<file path="src/rtl/rgmii_tx_framer.sv">
// Ethernet transmit framer: preamble/SFD, payload, zero pad, CRC-32 FCS and IFG,
// with the GMII byte stream folded onto 4-bit RGMII DDR pins.
module rgmii_tx_framer #(
  parameter int IFG_BYTES   = 12,
  parameter int MIN_PAYLOAD = 60
) (
  input  logic       tx_clk,
  input  logic       rst_n,
  input  logic [7:0] s_tdata,
  input  logic       s_tvalid,
  input  logic       s_tlast,
  input  logic       s_tuser,
  output logic       s_tready,
  output logic       rgmii_txc,
  output logic [3:0] rgmii_txd,
  output logic       rgmii_tx_ctl,
  output logic       frame_done,
  output logic       underflow
);

  typedef enum logic [2:0] {IDLE, PREAMBLE, SFD, DATA, PAD, FCS, IFG} state_t;

  localparam logic [7:0]  IFG_LAST = 8'(IFG_BYTES - 1);
  localparam logic [16:0] MIN_LEN  = 17'(MIN_PAYLOAD);

  state_t      state, state_next;
  logic [2:0]  pre_cnt, pre_cnt_next;
  logic [15:0] byte_cnt, byte_cnt_next;
  logic [7:0]  ifg_cnt, ifg_cnt_next;
  logic [1:0]  fcs_cnt, fcs_cnt_next;
  logic [31:0] crc, crc_next;
  logic        user_flag, user_next;
  logic [7:0]  tx_byte, byte_next;
  logic        tx_en, en_next;
  logic        tx_er, er_next;
  logic        done_next, uflow_next;
  logic [16:0] cnt_plus1;
  logic [15:0] cnt_inc;
  logic [31:0] fcs_word;

  function automatic logic [31:0] crc_step(input logic [31:0] c, input logic [7:0] d);
    logic [31:0] r;
    r = c ^ {24'h0, d};
    for (int k = 0; k < 8; k++)
      r = r[0] ? ((r >> 1) ^ 32'hEDB88320) : (r >> 1);
    return r;
  endfunction

  assign cnt_plus1 = {1'b0, byte_cnt} + 17'd1;
  assign cnt_inc   = (byte_cnt == 16'hFFFF) ? byte_cnt : byte_cnt + 16'd1;
  // A frame flagged bad by s_tuser skips the final XOR so the receiver's FCS check fails.
  assign fcs_word  = user_flag ? crc : ~crc;
  assign s_tready  = (state == DATA);
  assign rgmii_txc = tx_clk;

  always_comb begin
    state_next    = state;
    pre_cnt_next  = pre_cnt;
    byte_cnt_next = byte_cnt;
    ifg_cnt_next  = ifg_cnt;
    fcs_cnt_next  = fcs_cnt;
    crc_next      = crc;
    user_next     = user_flag;
    byte_next     = 8'h00;
    en_next       = 1'b0;
    er_next       = 1'b0;
    done_next     = 1'b0;
    uflow_next    = 1'b0;
    case (state)
      IDLE: begin
        if (s_tvalid) begin
          state_next   = PREAMBLE;
          pre_cnt_next = 3'd0;
        end
      end
      PREAMBLE: begin
        byte_next    = 8'h55;
        en_next      = 1'b1;
        pre_cnt_next = pre_cnt + 3'd1;
        if (pre_cnt == 3'd6) begin
          state_next   = SFD;
          pre_cnt_next = 3'd0;
        end
      end
      SFD: begin
        byte_next     = 8'hD5;
        en_next       = 1'b1;
        crc_next      = 32'hFFFFFFFF;
        byte_cnt_next = 16'd0;
        fcs_cnt_next  = 2'd0;
        user_next     = 1'b0;
        state_next    = DATA;
      end
      DATA: begin
        en_next = 1'b1;
        if (s_tvalid) begin
          byte_next     = s_tdata;
          crc_next      = crc_step(crc, s_tdata);
          byte_cnt_next = cnt_inc;
          if (s_tlast) begin
            user_next  = s_tuser;
            state_next = (cnt_plus1 < MIN_LEN) ? PAD : FCS;
          end
        end else begin
          // Underrun: poison the frame with an error byte and abandon the FCS.
          er_next      = 1'b1;
          uflow_next   = 1'b1;
          state_next   = IFG;
          ifg_cnt_next = 8'd0;
        end
      end
      PAD: begin
        en_next       = 1'b1;
        crc_next      = crc_step(crc, 8'h00);
        byte_cnt_next = cnt_inc;
        if (cnt_plus1 >= MIN_LEN) state_next = FCS;
      end
      FCS: begin
        en_next      = 1'b1;
        byte_next    = fcs_word[{fcs_cnt, 3'b000} +: 8];
        fcs_cnt_next = fcs_cnt + 2'd1;
        if (fcs_cnt == 2'd3) begin
          done_next    = 1'b1;
          state_next   = IFG;
          ifg_cnt_next = 8'd0;
        end
      end
      IFG: begin
        if (ifg_cnt == IFG_LAST) begin
          state_next   = IDLE;
          ifg_cnt_next = 8'd0;
        end else begin
          ifg_cnt_next = ifg_cnt + 8'd1;
        end
      end
      default: state_next = IDLE;
    endcase
  end

  always_ff @(posedge tx_clk or negedge rst_n) begin
    if (!rst_n) begin
      state      <= IDLE;
      pre_cnt    <= 3'd0;
      byte_cnt   <= 16'd0;
      ifg_cnt    <= 8'd0;
      fcs_cnt    <= 2'd0;
      crc        <= 32'hFFFFFFFF;
      user_flag  <= 1'b0;
      tx_byte    <= 8'h00;
      tx_en      <= 1'b0;
      tx_er      <= 1'b0;
      frame_done <= 1'b0;
      underflow  <= 1'b0;
    end else begin
      state      <= state_next;
      pre_cnt    <= pre_cnt_next;
      byte_cnt   <= byte_cnt_next;
      ifg_cnt    <= ifg_cnt_next;
      fcs_cnt    <= fcs_cnt_next;
      crc        <= crc_next;
      user_flag  <= user_next;
      tx_byte    <= byte_next;
      tx_en      <= en_next;
      tx_er      <= er_next;
      frame_done <= done_next;
      underflow  <= uflow_next;
    end
  end

  // DDR output: the high half is staged on the rising edge so both nibbles of a
  // wire cycle come from the same byte.
  logic [3:0] txd_rise, txd_fall_d, txd_fall;
  logic       ctl_rise, ctl_fall_d, ctl_fall;

  always_ff @(posedge tx_clk or negedge rst_n) begin
    if (!rst_n) begin
      txd_rise   <= 4'h0;
      ctl_rise   <= 1'b0;
      txd_fall_d <= 4'h0;
      ctl_fall_d <= 1'b0;
    end else begin
      txd_rise   <= tx_byte[3:0];
      ctl_rise   <= tx_en;
      txd_fall_d <= tx_byte[7:4];
      ctl_fall_d <= tx_en ^ tx_er;
    end
  end

  always_ff @(negedge tx_clk or negedge rst_n) begin
    if (!rst_n) begin
      txd_fall <= 4'h0;
      ctl_fall <= 1'b0;
    end else begin
      txd_fall <= txd_fall_d;
      ctl_fall <= ctl_fall_d;
    end
  end

  assign rgmii_txd    = tx_clk ? txd_rise : txd_fall;
  assign rgmii_tx_ctl = tx_clk ? ctl_rise : ctl_fall;

endmodule
</file>
<file path="config.mk">
export PLATFORM = sky130hd
export DESIGN_NAME = rgmii_tx_framer
export DESIGN_NICKNAME = d
export VERILOG_FILES = /design/src/rtl/rgmii_tx_framer.sv
export SDC_FILE = /design/constraint.sdc
export NUM_CORES = 1
export LEC_CHECK = 0
export BUFFER_PORTS_ARGS = -buffer_cell sky130_fd_sc_hd__buf_2
export CAP_MARGIN = 20
export CORE_MARGIN = 5
export CORE_UTILIZATION = 51
export DETAILED_ROUTE_END_ITERATION = 12
export GPL_TIMING_DRIVEN = 0
export PLACE_DENSITY_LB_ADDON = 0.2
export SYNTH_ARGS = -nofsm -noshare
export SYNTH_HDL_FRONTEND = slang
export SYNTH_SLANG_ARGS = --single-unit
</file>
<file path="constraint.sdc">
create_clock -name tx_clk -period 3 [get_ports tx_clk]
set_input_delay 0.75 -clock tx_clk [delete_from_list [all_inputs] [get_ports tx_clk]]
set_output_delay 0.75 -clock tx_clk [all_outputs]
set_load 0.01 [all_outputs]
</file>
==> impl_results.md, run 1 <==
* Post-CTS setup buffers at 0
* GR Overflow Total at 0
* Worst Setup Path Type: register to output pin
* Antenna Cells at 0
* Router iterations before antenna repair at 5
* Outcome: finished with violations
* Nets at 686
* Crit path cell chain: mux2_2 > buf_6
* HP Class: input pin to async pin
* Async set-reset flop share out of synthesis at 1.00
* Leading cell types by count after synthesis: xnor2_1 (76), nor2_1 (73), o21ai_0 (59)
* Worst EP required at 2250 ps
* Failing checks: setup timing
* First-iteration detailed-routing DRC count at 517
* Share of cells above drive strength 1 at 0.182
* Reg clk slew, reported paths at roughly 60 ps
* Post-synth EDFFs at 0
* Die width at 117 um
* Post-Syn Area per Cell at 9.28 um^2
* Antenna-violating nets left at 0
* Area of the mapped netlist at 0.00588 mm^2
* Setup ws final at -453 ps
* Leakage Power at 2.68 nW
* CP top delay family: flip-flops
* Synth Instances at about 630
* PwrDens at approximately 1200 mW/mm^2
* Worst Tran Pin Value at 1090 ps
* Post-DR vias/cell at 6.10
* CP arrival at 2700 ps
* GRT Util Overall at 0.235
* Crit. path cell count at 2
* Hold Buf Count CTS at 0
* Area used by multi-input combinational logic at 0.00341 mm^2
* DRT Wirelength at approximately 16000 um
* Post-synth top flop: dfrtp_1
* Final cell count without fillers at 819
* Drt drc at 0
* Routed via count at 4997
* CTS resizes at 9
* Largest net degree at the start of global routing at 54
* CP Launch Type: register
* Drt wl/cell at 19.4 um
* Register area at 0.00232 mm^2
* Final setup fails at 5
* GPL Wtd Cong at 0.926
* Max IR drop VDD at 0.000822 V
* Fillers at 959
* RSZ-0062 raised after global routing: yes
* Slew Limit Fails at 0
* I/O pin count at 22
* Crit end category: output pin
* Layout area overhead at 13.9%
* Synth warn at 0
* Largest cells by area after synthesis: dfrtp_1 (23%), dfstp_2 (14%), xnor2_1 (11%)
* First-pass GRT wire length at between 20000 and 30000 um
* Count leader, synth: xnor2_1
* Slowest-stage cell, CP: dfrtn_1
* Post-synthesis sequential area ratio at 0.394
* Yosys top cell area share at 0.230
* FF+latch count, synth at 91
* Chip height at 117 um
* IO Port Bufs at 20
* CP Max Fanout at 1
* CTS tree: built
* Placed cells at 798
* Max-Slew Margin vs Limit at 0.267
* DP Worst Slack at -474 ps
* # rows at 39
* CP max stage delay at 330 ps
* Number of max-cap violations at 0
* Core area at ~0.011 mm^2
* Reg2reg path depth at 8
* Initial Util at 0.518
* Die area at between 0.01 and 0.015 mm^2
* Final Hold Vio Count at 0
* Initial antenna violation count at 0
* Skew final at 22.7 ps
* Synthesized Nets at between 600 and 700
* Insertion delay to the later sink of the worst-skew pair at 480 ps
* Number of global-route vias before repair at 4899
* Dpl hpwl at around 11000 um
* Cell accounting for the most synthesized area: dfrtp_1
* CP bufs+invs at 1
* Yosys cell types at between 60 and 70
==> path summary, 6_finish.rpt <==
kind                                   from       endpoint  slack [ps]
worst max-delay path            txd_fall[2]   rgmii_txd[2]        -450
max in group asynchronous             rst_n    txd_fall[1]         710
worst max register to register       crc[1]        crc[24]         160
worst min-delay path                  rst_n     ifg_cnt[6]         260
worst min register to register   tx_byte[5]  txd_fall_d[1]         350
min in group tx_clk              tx_byte[5]  txd_fall_d[1]         350
==> report_power, final <==
group | internal [mW] | total, mW | switching, mW
Clock | 1.14 | 1.81 | 0.662
Combinational | 1.75 | 4.34 | 2.60
Sequential | 1.68 | 1.94 | 0.255
Total | 4.57 | 8.09 | 3.51
==> placed cells by master (no fill, tap or decap), types with 4 or more instances in the layout <==
cell type  Yosys  routed
clkbuf_1      18      15
o221ai_1       4       4
o211ai_1       4       4
nand3_1       18      18
o21ai_0       59      59
xnor2_1       76      74
dfrtn_1        5       5
xnor2_2        4       6
nand2b_1       6       6
mux2_2         6       6
buf_2          9      23
buf_4          3       5
a221o_1        7       7
a21oi_1       44      44
o31ai_1        8       8
buf_6          2       7
a22o_1         5       5
clkbuf_16      0      13
xor2_1        34      34
a211oi_1       5       5
dfstp_2       32      32
and3_1        12      12
nor3_1         9       9
nor2_1        73      72
o41ai_1        5       5
a31oi_1        6       6
nand2_1       51      51
buf_1          7       6
mux4_2         7       7
dfrtp_1       54      54
nand4_1        5       5
==> cell type report <==
class | instances | share of cell area
Timing Repair Buffer | 16 | 0.0161
Multi-Input combinational cell | 500 | 0.508
Inverter | 4 | 0.00224
Clock buffer | 20 | 0.0583
Sequential cell | 91 | 0.346
Buffer | 38 | 0.0280
Clock inverter | 7 | 0.0144
Tap cell | 143 | 0.0267
==> registers in the layout, summed over array words and instances, names as in the netlist, 2 cells and up <==
register	flops
pre_cnt	3
txd_fall	4
state	3
tx_byte	8
crc	32
byte_cnt	16
ifg_cnt	8
txd_rise	4
txd_fall_d	4
fcs_cnt	2
==> through the flow <==
step / setup TNS [ps] / instance area (um^2) / util / total power [mW] / hold WS, ps
floorplan: 0 / 5880 / - / 5.28 / 331
global placement: -10560 / 6160 / 0.542 / 6.24 / 333
detailed placement: -5680 / 6190 / 0.545 / 6.32 / 336
CTS: -2260 / 6660 / 0.586 / 8.00 / 282
global route: -2400 / 6700 / 0.589 / 8.59 / 290
finish: -2210 / 6700 / 0.589 / 8.09 / 261
==> logic make-up after synthesis <==
group	after synthesis	synth area share
compound gates	168	0.179
xor+xnor	117	0.188
fa+ha+maj	3	0.00638
buf+inv	43	0.0338
flops	91	0.394
mux	15	0.0453
simple gates	197	0.153
==> per-layer routing <==
| layer | share of wire | global-route usage |
|---|---|---|
| met4 | 0.029 | 0.117 |
| met1 | 0.44 | 0.315 |
| met5 | 0 | 0 |
| met2 | 0.45 | 0.342 |
| met3 | 0.077 | 0.0746 |
(Power assumes the default switching activity.)
==> run 2: changes to the inputs <==
- CORE_UTILIZATION: 51 -> 50
==> run 2 against run 1 <==
Against the previous run:
- the flow still finishes with violations (setup timing)
- cell count down 0.12%
- non-clock buffer count down 1
- worst setup slack better by 1.4 ps
- critical endpoint is now rgmii_tx_ctl
- critical path depth did not move
- utilization shrank 0.33 points
- via count grew 0.48%
- combinational power hardly changed
==> impl_results.md, run 2 (synthesis gave the netlist of run 1 again) <==
* Outcome: finished with violations
* Failing checks: setup timing
* Slew Limit Fails at 0 (unchanged)
* Share of cells above drive strength 1 at 0.179 (-0.00269)
* Number of global-route vias before repair at 4957 (+1.2%)
* Leakage Power at 2.68 nW (+0.10%)
* CP Max Fanout at 1 (unchanged)
* DRT Wirelength at 16100 um (+1.3%)
* Initial Util at 0.513 (-0.00440)
* Reg clk slew, reported paths at 60 ps (about the same)
* Hold WS at 158 ps (-103 ps)
* Commonest non-fill, non-tap cell in the layout: xnor2_1
* Skew final at 21.7 ps (-1.03 ps)
* Routed via count at 5021 (+0.48%)
* Worst Tran Pin Value at 1160 ps (+69.5 ps)
* GPL Wtd Cong at 0.945 (+2.1%)
* First-iteration detailed-routing DRC count at 487 (-5.8%)
* CP arrival at 2700 ps (about the same)
* Insertion delay to the later sink of the worst-skew pair at 480 ps (about the same)
* Antenna-violating nets left at 0 (unchanged)
* Nets at 685 (-0.15%)
* Most frequent cells in the layout: xnor2_1 (74), nor2_1 (72), o21ai_0 (59), dfrtp_1 (54), nand2_1 (51)
* Design Power at 8.19 mW (+1.2%)
* Final cell count without fillers at 818 (-0.12%)
* Die area at 0.0140 mm^2 (+1.8%)
* Layout area overhead at 14.2%
* HP Class: input pin to async pin
* Drt wl/cell at 19.7 um (+1.4%)
* Final Hold Vio Count at 0 (unchanged)
* Core area at 0.0115 mm^2 (+0.86%)
* Drt drc at 0 (unchanged)
* Max IR drop VDD at 0.000807 V (-1.9%)
* Post-DR vias/cell at 6.14 (+0.60%)
* # rows at 39 (unchanged)
* Router iterations before antenna repair at 5 (unchanged)
* GR Overflow Total at 0 (unchanged)
* IO Port Bufs at 20 (unchanged)
* Biggest regs: crc (32), byte_cnt (16)
* Utilization after layout at 0.586 (-0.00327)
* Number of max-cap violations at 0 (unchanged)
* CP Launch Type: register
* Chip height at 118 um (+0.91%)
* Worst EP required at 2250 ps (about the same)
* GRT Util Overall at 0.237 (+0.00220)
* Final setup fails at 5 (unchanged)
* Crit end category: output pin
* Die width at 118 um (+0.91%)
* PwrDens at 1220 mW/mm^2 (+0.95%)
* Largest net degree at the start of global routing at 74 (+37%)
* Dpl hpwl at 11000 um (+0.17%)
* RSZ-0062 raised after global routing: yes
* Setup ws final at -452 ps (+1.44 ps)
* Final setup TNS at -2200 ps (+6.49 ps)
* Max-Slew Margin vs Limit at 0.221 (-0.0467)
* CTS tree: built
* I/O pin count at 22 (unchanged)
* First-pass GRT wire length at 26200 um (+1.0%)
* Placed cells at 798 (unchanged)
* Biggest register: crc
* Antenna Cells at 0 (unchanged)
* Max reg flops at 32 (unchanged)
* Initial antenna violation count at 0 (unchanged)
* Worst Setup Path Type: register to output pin
[run 2: through the flow]
| stage | setup WS, ps | cell area [um^2] |
|---|---|---|
| floorplan | 171 | 5880 |
| global placement | -1020 | 6160 |
| detailed placement | -484 | 6190 |
| CTS | -473 | 6690 |
| global route | -483 | 6720 |
| finish | -452 | 6720 |
[run 2: cell type report]
type                       count  area, um^2
buffer                        38         185
sequential                    91        2320
multi-input combinational    500        3410
tap                          143         179
clock buffer                  23         412
clock inverter                 4        98.8
timing repair buffer          15         100
fill                         996        4750
inverter                       4        15.0
[run 2: path summary, 6_finish.rpt]
path,from,endpoint,slack (ps),depth (start not counted)
max,ctl_fall,rgmii_tx_ctl,-450,2
min,rst_n,ifg_cnt[6],160,1
max reg2reg,crc[1],crc[24],130,8
min reg2reg,tx_byte[1],txd_rise[1],350,0
max in group asynchronous,rst_n,txd_fall[1],820,2
min in group tx_clk,tx_byte[1],txd_rise[1],350,0
[run 2: layer usage]
metal  vias to the layer above  global-route usage  wire length (um)
met2                       206               0.343              7230
met1                      2446               0.327              7160
met3                        40              0.0616              1260
met5                         -                   0                 0
met4                         0               0.126               442
li1                       2329                   -                 -
[run 2: critical path, cell delays in order (launching register included)]
cell and delay, ps:
dfrtn_1 330, mux2_2 270, buf_6 120
[run 2: power by group]
group          internal, mW  switching [mW]
Sequential             1.69           0.263
Clock                  1.25           0.642
Combinational          1.74            2.62
Total                  4.67            3.52
[run 2: repair_timing]
action | in CTS | in global routing
setup endpoints to repair | 25 | 26
hold buffers | 0 | 0
gates resized for setup | 9 | 9
setup buffers | 0 | 0
==> run 3: changes to the inputs <==
- ABC_AREA: default -> 1
- SETUP_SLACK_MARGIN: default -> 0.02
==> run 3 against run 2 <==
Against the previous run:
- the flow still finishes with violations (setup timing)
- die area rose by 11%
- non-clock buffer count down 12
- sequential power up 2%
- sequential share of layout area shrank 3.2 points
- clock power fell by 6%
==> impl_results.md, run 3 <==
* Commonest non-fill, non-tap cell in the layout: nand2_1
* Drt drc at 0 (unchanged)
* Die area at 0.0156 mm^2 (+11%)
* Router iterations before antenna repair at 6 (+1)
* First-pass GRT wire length at 30800 um (+17%)
* Post-Syn Area per Cell at 7.68 um^2 (-17%)
* Core area at 0.0131 mm^2 (+14%)
* Failing checks: setup timing
* Yosys cell types at 55 (-11%)
* DRT Wirelength at 18600 um (+16%)
* CP top delay family: flip-flops
* Worst EP required at 2250 ps (about the same)
* Final setup fails at 5 (unchanged)
* FF+latch count, synth at 91 (unchanged)
* # rows at 42 (+7.7%)
* CP bufs+invs at 1 (unchanged)
* Max reg flops at 32 (unchanged)
* Post-CTS setup buffers at 0 (unchanged)
* I/O pin count at 22 (unchanged)
* Antenna Cells at 0 (unchanged)
* Number of global-route vias before repair at 5815 (+17%)
* Max IR drop VDD at 0.000578 V (-28%)
* Synthesized Nets at 877 (+35%)
* Cell accounting for the most synthesized area: dfrtp_1
* IO Port Bufs at 21 (+5.0%)
* GR Overflow Total at 0 (unchanged)
* Dpl hpwl at 13400 um (+22%)
* Max-Slew Margin vs Limit at 0.529 (+0.308)
* Share of cells above drive strength 1 at 0.188 (+0.00879)
* Drt wl/cell at 17.3 um (-12%)
* Insertion delay to the later sink of the worst-skew pair at 490 ps (about the same)
* PwrDens at 1050 mW/mm^2 (-14%)
* Synth Area in XOR/XNOR at 0.147 (-0.0412)
* Fillers at 1224 (+23%)
* Crit end category: output pin
* Post-synth top flop: dfrtp_1
* Synth warn at 0 (unchanged)
* Post-synthesis mux area share at 0.00851 (-0.0368)
* Reg clk slew, reported paths at 70 ps (about the same)
* Largest net degree at the start of global routing at 48 (-35%)
* Leading cell types by count after synthesis: nand2_1 (172), inv_1 (86), nor2_1 (67)
* Layout area overhead at 12.1%
* CP arrival at 2720 ps (+20 ps)
* Count leader, synth: nand2_1
* Nets at 914 (+33%)
* Worst Setup Path Type: register to output pin
* Design Area, Final at 0.00741 mm^2 (+10%)
* DP Worst Slack at 61.5 ps (+546 ps)
* GRT Util Overall at 0.248 (+0.0111)
* Utilization after layout at 0.566 (-0.0197)
* Worst Tran Pin Value at 706 ps (-454 ps)
* Leakage Power at 3.38 nW (+26%)
* Number of max-cap violations at 0 (unchanged)
* First-iteration detailed-routing DRC count at 593 (+22%)
* Simple-gate area share of the yosys netlist at 0.250 (+0.0962)
* GPL Wtd Cong at 0.944 (-0.18%)
* Post-synthesis sequential area ratio at 0.350 (-0.0434)
* HP Class: input pin to async pin
* Outcome: finished with violations
* Setup ws final at -468 ps (-16.5 ps)
* Hold Buf Count CTS at 0 (unchanged)
* Initial Util at 0.505 (-0.00770)
* Async set-reset flop share out of synthesis at 1.00 (unchanged)
* CTS tree: built
* CP max stage delay at 340 ps (about the same)
* Die width at 125 um (+5.5%)
* Antenna-violating nets left at 0 (unchanged)
* Initial antenna violation count at 0 (unchanged)
* Chip height at 125 um (+5.5%)
* Crit path cell chain: mux2_4 > buf_6
* RSZ-0062 raised after global routing: yes
* Compound-gate portion of the synthesized area at 0.156 (-0.0232)
* Design Power at 7.80 mW (-4.8%)
* Yosys top cell area share at 0.204 (-0.0253)
* Placed Area at 0.00697 mm^2 (+13%)
* CP Launch Type: register
* Routed via count at 6015 (+20%)
* Most frequent cells in the layout: nand2_1 (172), inv_1 (86), nor2_1 (67), nand3_1 (65), a21oi_1 (59)
* Post-synth EDFFs at 0 (unchanged)
* Biggest register: crc
* Area of the mapped netlist at 0.00661 mm^2 (+12%)
* Slew Limit Fails at 0 (unchanged)
* Final setup TNS at -2250 ps (-47.6 ps)
* CP Max Fanout at 1 (unchanged)
* Synth Instances at 861 (+36%)
* Biggest regs: crc (32), byte_cnt (16)
* Final Hold Vio Count at 0 (unchanged)
* Largest family of logic cells by synthesized area: simple AND/OR/NAND/NOR gates
* Slowest-stage cell, CP: dfrtn_1
* Largest cells by area after synthesis: dfrtp_1 (20%), dfstp_2 (13%), nand2_1 (9.8%)
* Post-DR vias/cell at 5.57 (-9.3%)
* Skew final at 21.0 ps (-0.655 ps)
* Area share of fa/ha/maj cells after synthesis at 0.00568 (-0.000704)
[run 3: cell count changes after synthesis, sizes merged, moves of 16 or more]
cell and delta:
xor2 +24, nand2 +141, xnor2 -49, a21oi +16, inv +101, nand3 +48
[run 3: area by class of cell]
class	count	area, um^2	area share
buffer	25	144	0.0194
clock buffer	21	404	0.0545
clock inverter	6	56.3	0.00760
inverter	107	404	0.0545
multi-input combinational	638	3760	0.507
sequential	91	2320	0.313
tap	176	220	0.0297
timing repair buffer	16	105	0.0142
[run 3: cells by family (layout without fill, tap and decap cells)]
group / after synthesis / after routing
and+or+nand+nor: 361 / 361
xor gates and xnor gates: 91 / 91
adders and majority gates: 3 / 3
buffers and inverters: 132 / 175
DFF: 91 / 91
AOI/OAI and AO/OA: 178 / 178
muxes: 5 / 5
[run 3: final timing paths]
kind	from	to	slack, ps	cells after the start
hold / removal	rst_n	tx_byte[4]	340	1
setup reg to reg	state[0]	byte_cnt[2]	800	11
min in group tx_clk	tx_byte[0]	txd_rise[0]	350	0
hold reg to reg	tx_byte[0]	txd_rise[0]	350	0
setup / recovery	txd_fall[0]	rgmii_txd[0]	-470	2
max in group asynchronous	rst_n	ctl_fall	630	2
[run 3: where the power goes]
| group | switching, mW | internal, mW |
|---|---|---|
| clock network | 0.731 | 1.04 |
| registers | 0.276 | 1.71 |
| logic | 2.65 | 1.39 |
| total | 3.66 | 4.14 |
[run 3: through the flow]
step | hold WS, ps | cells
final | 341 | 1080
after global routing | 359 | 1080
after CTS | 346 | 1080
after detailed placement | 336 | 1059
after global placement | 332 | 1058
after floorplan | 331 | 861
[run 3: per-layer routing]
metal | global-route usage | share of wire | routed length, um | up-vias
met4 | 0.125 | 0.041 | 773 | 0
met2 | 0.367 | 0.44 | 8200 | 252
met1 | 0.334 | 0.43 | 7990 | 2794
met3 | 0.0712 | 0.090 | 1680 | 68
met5 | 0 | 0 | 0 | -
li1 | - | - | - | 2901
[run 3: timing repair]
item | 4_1_cts | 5_1_grt
setup endpoints to repair | 5 | 5
resized for setup | 7 | 1
gates cloned | 0 | 0
